File: src/rtl/score_display_pkg.sv
// Shared constants, FSM state type and segment decode for the score display.
package score_display_pkg;

    localparam int NUM_DIGITS = 4;
    localparam int BCD_W      = 16;

    // Active-low cathodes, bit order {g,f,e,d,c,b,a}
    localparam logic [6:0] SEG_BLANK = 7'h7F;
    localparam logic [6:0] SEG_0     = 7'b1000000;
    localparam logic [6:0] SEG_1     = 7'b1111001;
    localparam logic [6:0] SEG_2     = 7'b0100100;
    localparam logic [6:0] SEG_3     = 7'b0110000;
    localparam logic [6:0] SEG_4     = 7'b0011001;
    localparam logic [6:0] SEG_5     = 7'b0010010;
    localparam logic [6:0] SEG_6     = 7'b0000010;
    localparam logic [6:0] SEG_7     = 7'b1111000;
    localparam logic [6:0] SEG_8     = 7'b0000000;
    localparam logic [6:0] SEG_9     = 7'b0010000;

    typedef enum logic {
        IDLE,
        CONV
    } state_t;

    function automatic logic [6:0] seg_decode(input logic [3:0] nib);
        logic [6:0] s;
        case (nib)
            4'd0:    s = SEG_0;
            4'd1:    s = SEG_1;
            4'd2:    s = SEG_2;
            4'd3:    s = SEG_3;
            4'd4:    s = SEG_4;
            4'd5:    s = SEG_5;
            4'd6:    s = SEG_6;
            4'd7:    s = SEG_7;
            4'd8:    s = SEG_8;
            4'd9:    s = SEG_9;
            default: s = SEG_BLANK;
        endcase
        return s;
    endfunction

endpackage

File: src/rtl/score_display_if.sv
// Score input / display output bundle between game logic and score_display.
interface score_display_if #(
    parameter int SCORE_W = 14
);
    logic [SCORE_W-1:0] score_in;
    logic               score_valid;
    logic               busy;
    logic [6:0]         seg;
    logic               dp;
    logic [3:0]         an;

    modport master (
        output score_in, score_valid,
        input  busy, seg, dp, an
    );

    modport slave (
        input  score_in, score_valid,
        output busy, seg, dp, an
    );

endinterface

File: src/rtl/score_display_bin2bcd_seq.sv
// Sequential double-dabble converter with a one-deep, latest-wins pending slot.
module bin2bcd_seq
    import score_display_pkg::*;
#(
    parameter int SCORE_W = 14
) (
    input  logic               clk,
    input  logic               rst,
    input  logic               i_start,
    input  logic [SCORE_W-1:0] i_value,
    output logic               o_busy,
    output logic               o_done,
    output logic [BCD_W-1:0]   o_bcd
);

    localparam int SH_W  = BCD_W + SCORE_W;
    localparam int CNT_W = $clog2(SCORE_W + 1);

    state_t             r_state, w_state_nx;
    logic [CNT_W-1:0]   r_cnt, w_cnt_nx;
    logic [SH_W-1:0]    r_sh, w_sh_nx;
    logic               r_pend, w_pend_nx;
    logic [SCORE_W-1:0] r_pend_val, w_pend_val_nx;
    logic [SH_W-1:0]    w_adj;
    logic [SH_W-1:0]    w_shifted;
    logic               w_last;

    always_comb begin
        w_adj = r_sh;
        for (int unsigned i = 0; i < NUM_DIGITS; i++) begin
            if (r_sh[SCORE_W + 4*i +: 4] >= 4'd5)
                w_adj[SCORE_W + 4*i +: 4] = r_sh[SCORE_W + 4*i +: 4] + 4'd3;
        end
        w_shifted = w_adj << 1;
    end

    assign w_last = (r_state == CONV) && (r_cnt == '0);
    assign o_done = w_last;
    assign o_bcd  = w_shifted[SH_W-1 -: BCD_W];
    assign o_busy = (r_state == CONV);

    always_comb begin
        w_state_nx    = r_state;
        w_cnt_nx      = r_cnt;
        w_sh_nx       = r_sh;
        w_pend_nx     = r_pend;
        w_pend_val_nx = r_pend_val;
        case (r_state)
            IDLE: begin
                if (i_start) begin
                    w_state_nx = CONV;
                    w_sh_nx    = {{BCD_W{1'b0}}, i_value};
                    w_cnt_nx   = CNT_W'(SCORE_W - 1);
                end
            end
            CONV: begin
                w_sh_nx  = w_shifted;
                w_cnt_nx = r_cnt - 1'b1;
                if (i_start) begin
                    w_pend_nx     = 1'b1;
                    w_pend_val_nx = i_value;
                end
                // A strobe on the final edge is newer than any queued value, so it wins.
                if (w_last) begin
                    if (i_start || r_pend) begin
                        w_sh_nx   = {{BCD_W{1'b0}}, (i_start ? i_value : r_pend_val)};
                        w_cnt_nx  = CNT_W'(SCORE_W - 1);
                        w_pend_nx = 1'b0;
                    end else begin
                        w_state_nx = IDLE;
                    end
                end
            end
            default: w_state_nx = IDLE;
        endcase
    end

    always_ff @(posedge clk) begin
        if (rst) begin
            r_state    <= IDLE;
            r_cnt      <= '0;
            r_sh       <= '0;
            r_pend     <= 1'b0;
            r_pend_val <= '0;
        end else begin
            r_state    <= w_state_nx;
            r_cnt      <= w_cnt_nx;
            r_sh       <= w_sh_nx;
            r_pend     <= w_pend_nx;
            r_pend_val <= w_pend_val_nx;
        end
    end

endmodule

File: src/rtl/score_display.sv
// Score to 4-digit multiplexed seven-segment display.
// Optional macro SCORE_DISPLAY_LZ_BLANK_EN blanks leading-zero digits.
module score_display
    import score_display_pkg::*;
#(
    parameter int SCORE_W   = 14,
    parameter int MAX_SCORE = 9999
) (
    input  logic             clk,
    input  logic             rst,
    input  logic             clk_scan,
    score_display_if.slave   bus
);

    logic [SCORE_W-1:0] w_clamped;
    logic               w_done;
    logic [BCD_W-1:0]   w_bcd;
    logic [BCD_W-1:0]   r_disp;
    logic [1:0]         r_idx;
    logic [3:0]         r_an;
    logic [6:0]         r_seg;
    logic [3:0]         w_nib;
    logic               w_blank;
    logic [3:0]         w_an_nx;
    logic [6:0]         w_seg_nx;

    assign w_clamped = (bus.score_in > SCORE_W'(MAX_SCORE)) ? SCORE_W'(MAX_SCORE)
                                                            : bus.score_in;

    bin2bcd_seq #(
        .SCORE_W (SCORE_W)
    ) u_conv (
        .clk     (clk),
        .rst     (rst),
        .i_start (bus.score_valid),
        .i_value (w_clamped),
        .o_busy  (bus.busy),
        .o_done  (w_done),
        .o_bcd   (w_bcd)
    );

    always_ff @(posedge clk) begin
        if (rst)
            r_disp <= '0;
        else if (w_done)
            r_disp <= w_bcd;
    end

    always_comb begin
        w_nib   = r_disp[{r_idx, 2'b00} +: 4];
        w_blank = 1'b0;
`ifdef SCORE_DISPLAY_LZ_BLANK_EN
        w_blank = (r_idx != 2'd0) && ((r_disp >> {r_idx, 2'b00}) == '0);
`endif
        w_an_nx  = ~(4'b0001 << r_idx);
        w_seg_nx = seg_decode(w_nib);
        if (w_blank) begin
            w_an_nx  = '1;
            w_seg_nx = SEG_BLANK;
        end
    end

    // r_idx names the slot driven on the next pulse, so the first pulse lights digit 0.
    always_ff @(posedge clk) begin
        if (rst) begin
            r_idx <= '0;
            r_an  <= '1;
            r_seg <= SEG_BLANK;
        end else if (clk_scan) begin
            r_idx <= r_idx + 2'd1;
            r_an  <= w_an_nx;
            r_seg <= w_seg_nx;
        end
    end

    assign bus.an  = r_an;
    assign bus.seg = r_seg;
    assign bus.dp  = 1'b1;

endmodule

File: src/flat_wrapper.sv
// flat-port wrapper written by rule: the top's interface ports become plain ports
module score_display_flat import score_display_pkg::*;
#(
    parameter int SCORE_W   = 14,
    parameter int MAX_SCORE = 9999
)
  (clk, rst, clk_scan, bus_score_in, bus_score_valid, bus_busy, bus_seg, bus_dp, bus_an);
  score_display_if #(.SCORE_W(SCORE_W)) bus_i ();
  input  logic clk;
  input  logic rst;
  input  logic clk_scan;
  input wire logic [$bits(bus_i.score_in)-1:0] bus_score_in;
  input wire logic [$bits(bus_i.score_valid)-1:0] bus_score_valid;
  output wire logic [$bits(bus_i.busy)-1:0] bus_busy;
  output wire logic [$bits(bus_i.seg)-1:0] bus_seg;
  output wire logic [$bits(bus_i.dp)-1:0] bus_dp;
  output wire logic [$bits(bus_i.an)-1:0] bus_an;
  assign bus_i.score_in = bus_score_in;
  assign bus_i.score_valid = bus_score_valid;
  assign bus_busy = bus_i.busy;
  assign bus_seg = bus_i.seg;
  assign bus_dp = bus_i.dp;
  assign bus_an = bus_i.an;
  score_display #(.SCORE_W(SCORE_W), .MAX_SCORE(MAX_SCORE)) u_core (.clk(clk), .rst(rst), .clk_scan(clk_scan), .bus(bus_i));
endmodule
File: config.mk
export PLATFORM = sky130hd
export DESIGN_NAME = score_display_flat
export DESIGN_NICKNAME = d
export VERILOG_FILES = /design/src/rtl/score_display_pkg.sv /design/src/rtl/score_display_if.sv /design/src/rtl/score_display_bin2bcd_seq.sv /design/src/rtl/score_display.sv /design/src/flat_wrapper.sv
export SDC_FILE = /design/constraint.sdc
export NUM_CORES = 1
export LEC_CHECK = 0
export CAP_MARGIN = 15
export CORE_MARGIN = 1
export CORE_UTILIZATION = 40
export DETAILED_ROUTE_END_ITERATION = 12
export SLEW_MARGIN = 20
export SYNTH_ARGS = -nofsm -noshare
export SYNTH_HDL_FRONTEND = slang
export SYNTH_HIERARCHICAL = 1
export SYNTH_SLANG_ARGS = --single-unit
File: constraint.sdc
create_clock -name clk -period 3.3 [get_ports clk]
set_clock_uncertainty 0.2 [all_clocks]
set_input_delay 0.66 -clock clk [delete_from_list [all_inputs] [get_ports clk]]
set_output_delay 0.66 -clock clk [all_outputs]
set_load 0.03 [all_outputs]
==> impl_metrics.json <==
{
  "period_share_pct": 79.7,
  "vias": 3318,
  "whs_ns": 0.263,
  "avg_wl_per_cell_um": 13.9,
  "max-clock-path-buffers": 2,
  "drt-initial-drc-count": 200,
  "ys_ff_latch": 79,
  "row_count": 36,
  "tritoncts_num_sinks": 79,
  "finalSetupViolCount": 0,
  "library_cells_used_by_synthesis": 45,
  "htreeDepth": 3,
  "synthesis.nets": 510,
  "grt_pass1_vias": 3191,
  "netlist_instances": 473,
  "boundaryPins": 31,
  "criticalPathCategory": "in2reg",
  "wire_length_of_the_first_global_routing_pass_um": 14800,
  "flow.area_growth_from_synthesis_pct": 14.6,
  "grt_start_max_net_pins": 62,
  "drive_gt1_share_pct": 8.08,
  "ys.warnings.count": 6,
  "timing_hold_violations_final": 0,
  "worst_hold_startpoint": "u_core/u_conv/r_pend_val[11]",
  "launch_instance_of_the_worst_register_to_register_path": "u_core/r_idx[0]",
  "layout.nets": 527,
  "gp_congestion": 0.786,
  "route.antenna.remaining_nets": 0,
  "antenna_violations_before_repair": 0,
  "run_status": "completed",
  "post_cts_resized": 0,
  "synthFlopType": "sky130_fd_sc_hd__dfxtp_1",
  "cap_violations": 0,
  "worst-slew-pin-transition_ns": 1.06,
  "synth_edf_count": 0,
  "tritoncts": "built",
  "clk_root_buffer_cell": "sky130_fd_sc_hd__clkbuf_8",
  "avgSynthCellArea_um2": 8.58,
  "placed_cells": 612,
  "vdd.ir_drop.worst_uv": 174,
  "crit_path_cell_trace": "clkdlybuf4s50_1 -> nor4_1 -> nor2_1 -> o31ai_1 -> buf_4 -> nand2b_1 -> mux2i_1 -> nor2_1 -> a21oi_1 -> o221ai_1",
  "post-route-min-period_ns": 2.63,
  "postSynth.asyncResetShare_pct": 0,
  "ff_latch_area_um2": 1580,
  "grt_setup_unrepaired": "false",
  "dominant_cell_type_by_count_on_the_critical_path": "sky130_fd_sc_hd__nor2_1",
  "path_max_fanout": 7,
  "wl_um": 8750,
  "fillerInstances": 990,
  "hold_path_class": "reg2reg",
  "synth.cell_area_um2": 4060,
  "power_density_nw_per_um2": 455,
  "worst_path_largest_cell_delay_ns": 0.41,
  "area_of_the_die_um2": 10500,
  "slowest_stage": "sky130_fd_sc_hd__clkdlybuf4s50_1",
  "diodes": 0,
  "grt_overflow_total": 0,
  "relSlewSlack_pct": 29.1,
  "detail_route.vias_per_cell": 5.28,
  "iteration_count_of_the_initial_detailed_routing_pass": 4,
  "clk_transition_reported_paths_ns": 0.08,
  "crit_start": "bus_score_in[6]",
  "total_leakage_power_nw": 1.80,
  "fmax_ghz": 0.380,
  "initial_core_util_pct": 41.3,
  "dieWidth_um": 103,
  "detailed_place_hpwl_um": 5950,
  "clk_latency_ns": 0.35,
  "port-buffer-count": 29,
  "tritoncts.num_buffers": 9,
  "multi_input_area_um2": 2230,
  "timing_max_transition_violations_final": 0,
  "endpoint_kind": "register",
  "core-area_um2": 9820,
  "worst_ep_arrival_time_ns": 2.64,
  "timing.critical_path.from_type": "primary input",
  "fin_setup_tns_ns": 0,
  "drt_drc_violations_left": 0,
  "cts_setup_buffers": 0,
  "grt_util_all_layers_pct": 18.0,
  "hold_buffers": 0,
  "required_ns": 3.31,
  "final_cells": 628,
  "ys_seq_area_share_pct": 39.0,
  "fp.dieH_um": 103
}
==> cell usage after synthesis (2+ instances only) <==
library cell | n | area share [%]
sky130_fd_sc_hd__dfxtp_1 | 79 | 39
sky130_fd_sc_hd__buf_2 | 9 | 1.1
sky130_fd_sc_hd__nor2b_1 | 9 | 1.4
sky130_fd_sc_hd__nor2_1 | 44 | 4.1
sky130_fd_sc_hd__o21a_1 | 2 | 0.37
sky130_fd_sc_hd__o2111ai_1 | 2 | 0.43
sky130_fd_sc_hd__ha_1 | 19 | 5.9
sky130_fd_sc_hd__mux4_2 | 3 | 1.7
sky130_fd_sc_hd__or2_2 | 2 | 0.31
sky130_fd_sc_hd__nand2b_1 | 16 | 2.5
sky130_fd_sc_hd__nor3_1 | 7 | 0.86
sky130_fd_sc_hd__mux2i_1 | 35 | 8.6
sky130_fd_sc_hd__a22o_1 | 17 | 3.7
sky130_fd_sc_hd__inv_1 | 22 | 2.0
sky130_fd_sc_hd__nand2_1 | 67 | 6.2
sky130_fd_sc_hd__o221ai_1 | 13 | 2.8
sky130_fd_sc_hd__nand3_1 | 14 | 1.7
sky130_fd_sc_hd__a21oi_1 | 38 | 4.7
sky130_fd_sc_hd__mux4_1 | 2 | 1.3
sky130_fd_sc_hd__clkbuf_1 | 18 | 1.7
sky130_fd_sc_hd__xnor2_1 | 5 | 1.1
sky130_fd_sc_hd__buf_6 | 3 | 0.83
sky130_fd_sc_hd__a211oi_1 | 2 | 0.37
sky130_fd_sc_hd__a211o_1 | 2 | 0.43
sky130_fd_sc_hd__a31oi_1 | 3 | 0.46
sky130_fd_sc_hd__o21ai_0 | 15 | 1.9
sky130_fd_sc_hd__buf_1 | 2 | 0.19
sky130_fd_sc_hd__buf_4 | 2 | 0.37
sky130_fd_sc_hd__and2_1 | 5 | 0.77
==> flip-flops by register name, summed over array words and instances, names as in the netlist <==
signal and cells:
u_core/u_conv/r_sh 30, u_core/r_disp 16, u_core/u_conv/r_pend_val 14, u_core/bus.seg 7, u_core/bus.an 4, u_core/u_conv/r_cnt 4, u_core/r_idx 2, u_core/u_conv/o_busy 1
u_core/u_conv/r_pend 1
==> final timing paths <==
kind | endpoint | slack (ns) | cells past startpoint
max | u_core/u_conv/r_sh[1] | 0.67 | 10
min | u_core/u_conv/r_pend_val[11] | 0.26 | 2
max reg2reg | u_core/bus.seg[1] | 0.78 | 6
min reg2reg | u_core/u_conv/r_pend_val[11] | 0.26 | 2
==> critical path, delay by kind of cell <==
kind                   cells  cell delay, ns
AND/OR/NAND/NOR            4            0.65
buffers and inverters      2            0.62
AO/OA/AOI/OAI              3            0.53
multiplexers               1            0.16
==> metrics by stage <==
step | cell area (µm²) | power (W) | util [%] | setup slack [ns]
after global routing | 4650 | 0.00223 | 47.3 | 0.511
final | 4650 | 0.00211 | 47.3 | 0.670
after CTS | 4650 | 0.00215 | 47.3 | 0.683
after floorplan | 4060 | 0.00125 | - | 0.972
after detailed placement | 4420 | 0.00133 | 45.0 | 0.291
after global placement | 4420 | 0.00132 | 45.0 | 0.457
==> metal layers <==
metal,track usage [%],part of all wire (%)
met4,5.71,0.46
met3,4.27,4.1
met1,21.8,46
met2,31.4,49
met5,0,0
==> area by class of cell <==
class	count	area share (%)
clock buffers	9	2.66
multi-input cells	338	47.9
repair buffers	40	7.91
clock inverters	7	2.15
well taps	133	3.58
inverters	22	1.78
flip-flops and latches	79	34.0
==> kinds of logic after synthesis <==
family	count (synthesis)	synth area share, %
flip-flops	79	39.0
adder cells (fa/ha/maj)	19	5.86
XOR/XNOR	6	1.30
AO/OA/AOI/OAI	100	16.4
other	1	0.0924
multiplexers	40	11.6
AND/OR/NAND/NOR	172	19.6
buffers and inverters	56	6.20
==> placed cells by master, fill, tap and decap left out, types with 2 or more instances in the layout <==
| cell type | count |
|---|---|
| sky130_fd_sc_hd__a211o_1 | 2 |
| sky130_fd_sc_hd__a211oi_1 | 2 |
| sky130_fd_sc_hd__a21oi_1 | 38 |
| sky130_fd_sc_hd__a22o_1 | 17 |
| sky130_fd_sc_hd__a31oi_1 | 3 |
| sky130_fd_sc_hd__and2_1 | 5 |
| sky130_fd_sc_hd__buf_4 | 11 |
| sky130_fd_sc_hd__bufinv_16 | 2 |
| sky130_fd_sc_hd__clkbuf_8 | 9 |
| sky130_fd_sc_hd__clkdlybuf4s50_1 | 28 |
| sky130_fd_sc_hd__dfxtp_1 | 79 |
| sky130_fd_sc_hd__ha_1 | 19 |
| sky130_fd_sc_hd__inv_1 | 22 |
| sky130_fd_sc_hd__inv_6 | 4 |
| sky130_fd_sc_hd__mux2i_1 | 35 |
| sky130_fd_sc_hd__mux4_1 | 2 |
| sky130_fd_sc_hd__mux4_2 | 3 |
| sky130_fd_sc_hd__nand2_1 | 67 |
| sky130_fd_sc_hd__nand2b_1 | 16 |
| sky130_fd_sc_hd__nand3_1 | 14 |
| sky130_fd_sc_hd__nor2_1 | 44 |
| sky130_fd_sc_hd__nor2b_1 | 8 |
| sky130_fd_sc_hd__nor3_1 | 7 |
| sky130_fd_sc_hd__o2111ai_1 | 2 |
| sky130_fd_sc_hd__o21a_1 | 2 |
| sky130_fd_sc_hd__o21ai_0 | 15 |
| sky130_fd_sc_hd__o221ai_1 | 13 |
| sky130_fd_sc_hd__or2_2 | 2 |
| sky130_fd_sc_hd__xnor2_1 | 5 |
==> report_power, final <==
group | internal, W | switching [W] | total (W)
Sequential | 0.000995 | 0.0000350 | 0.00103
Clock | 0.000435 | 0.000374 | 0.000809
Combinational | 0.000121 | 0.000155 | 0.000276
No activity file was read; power rests on OpenSTA's default activity.
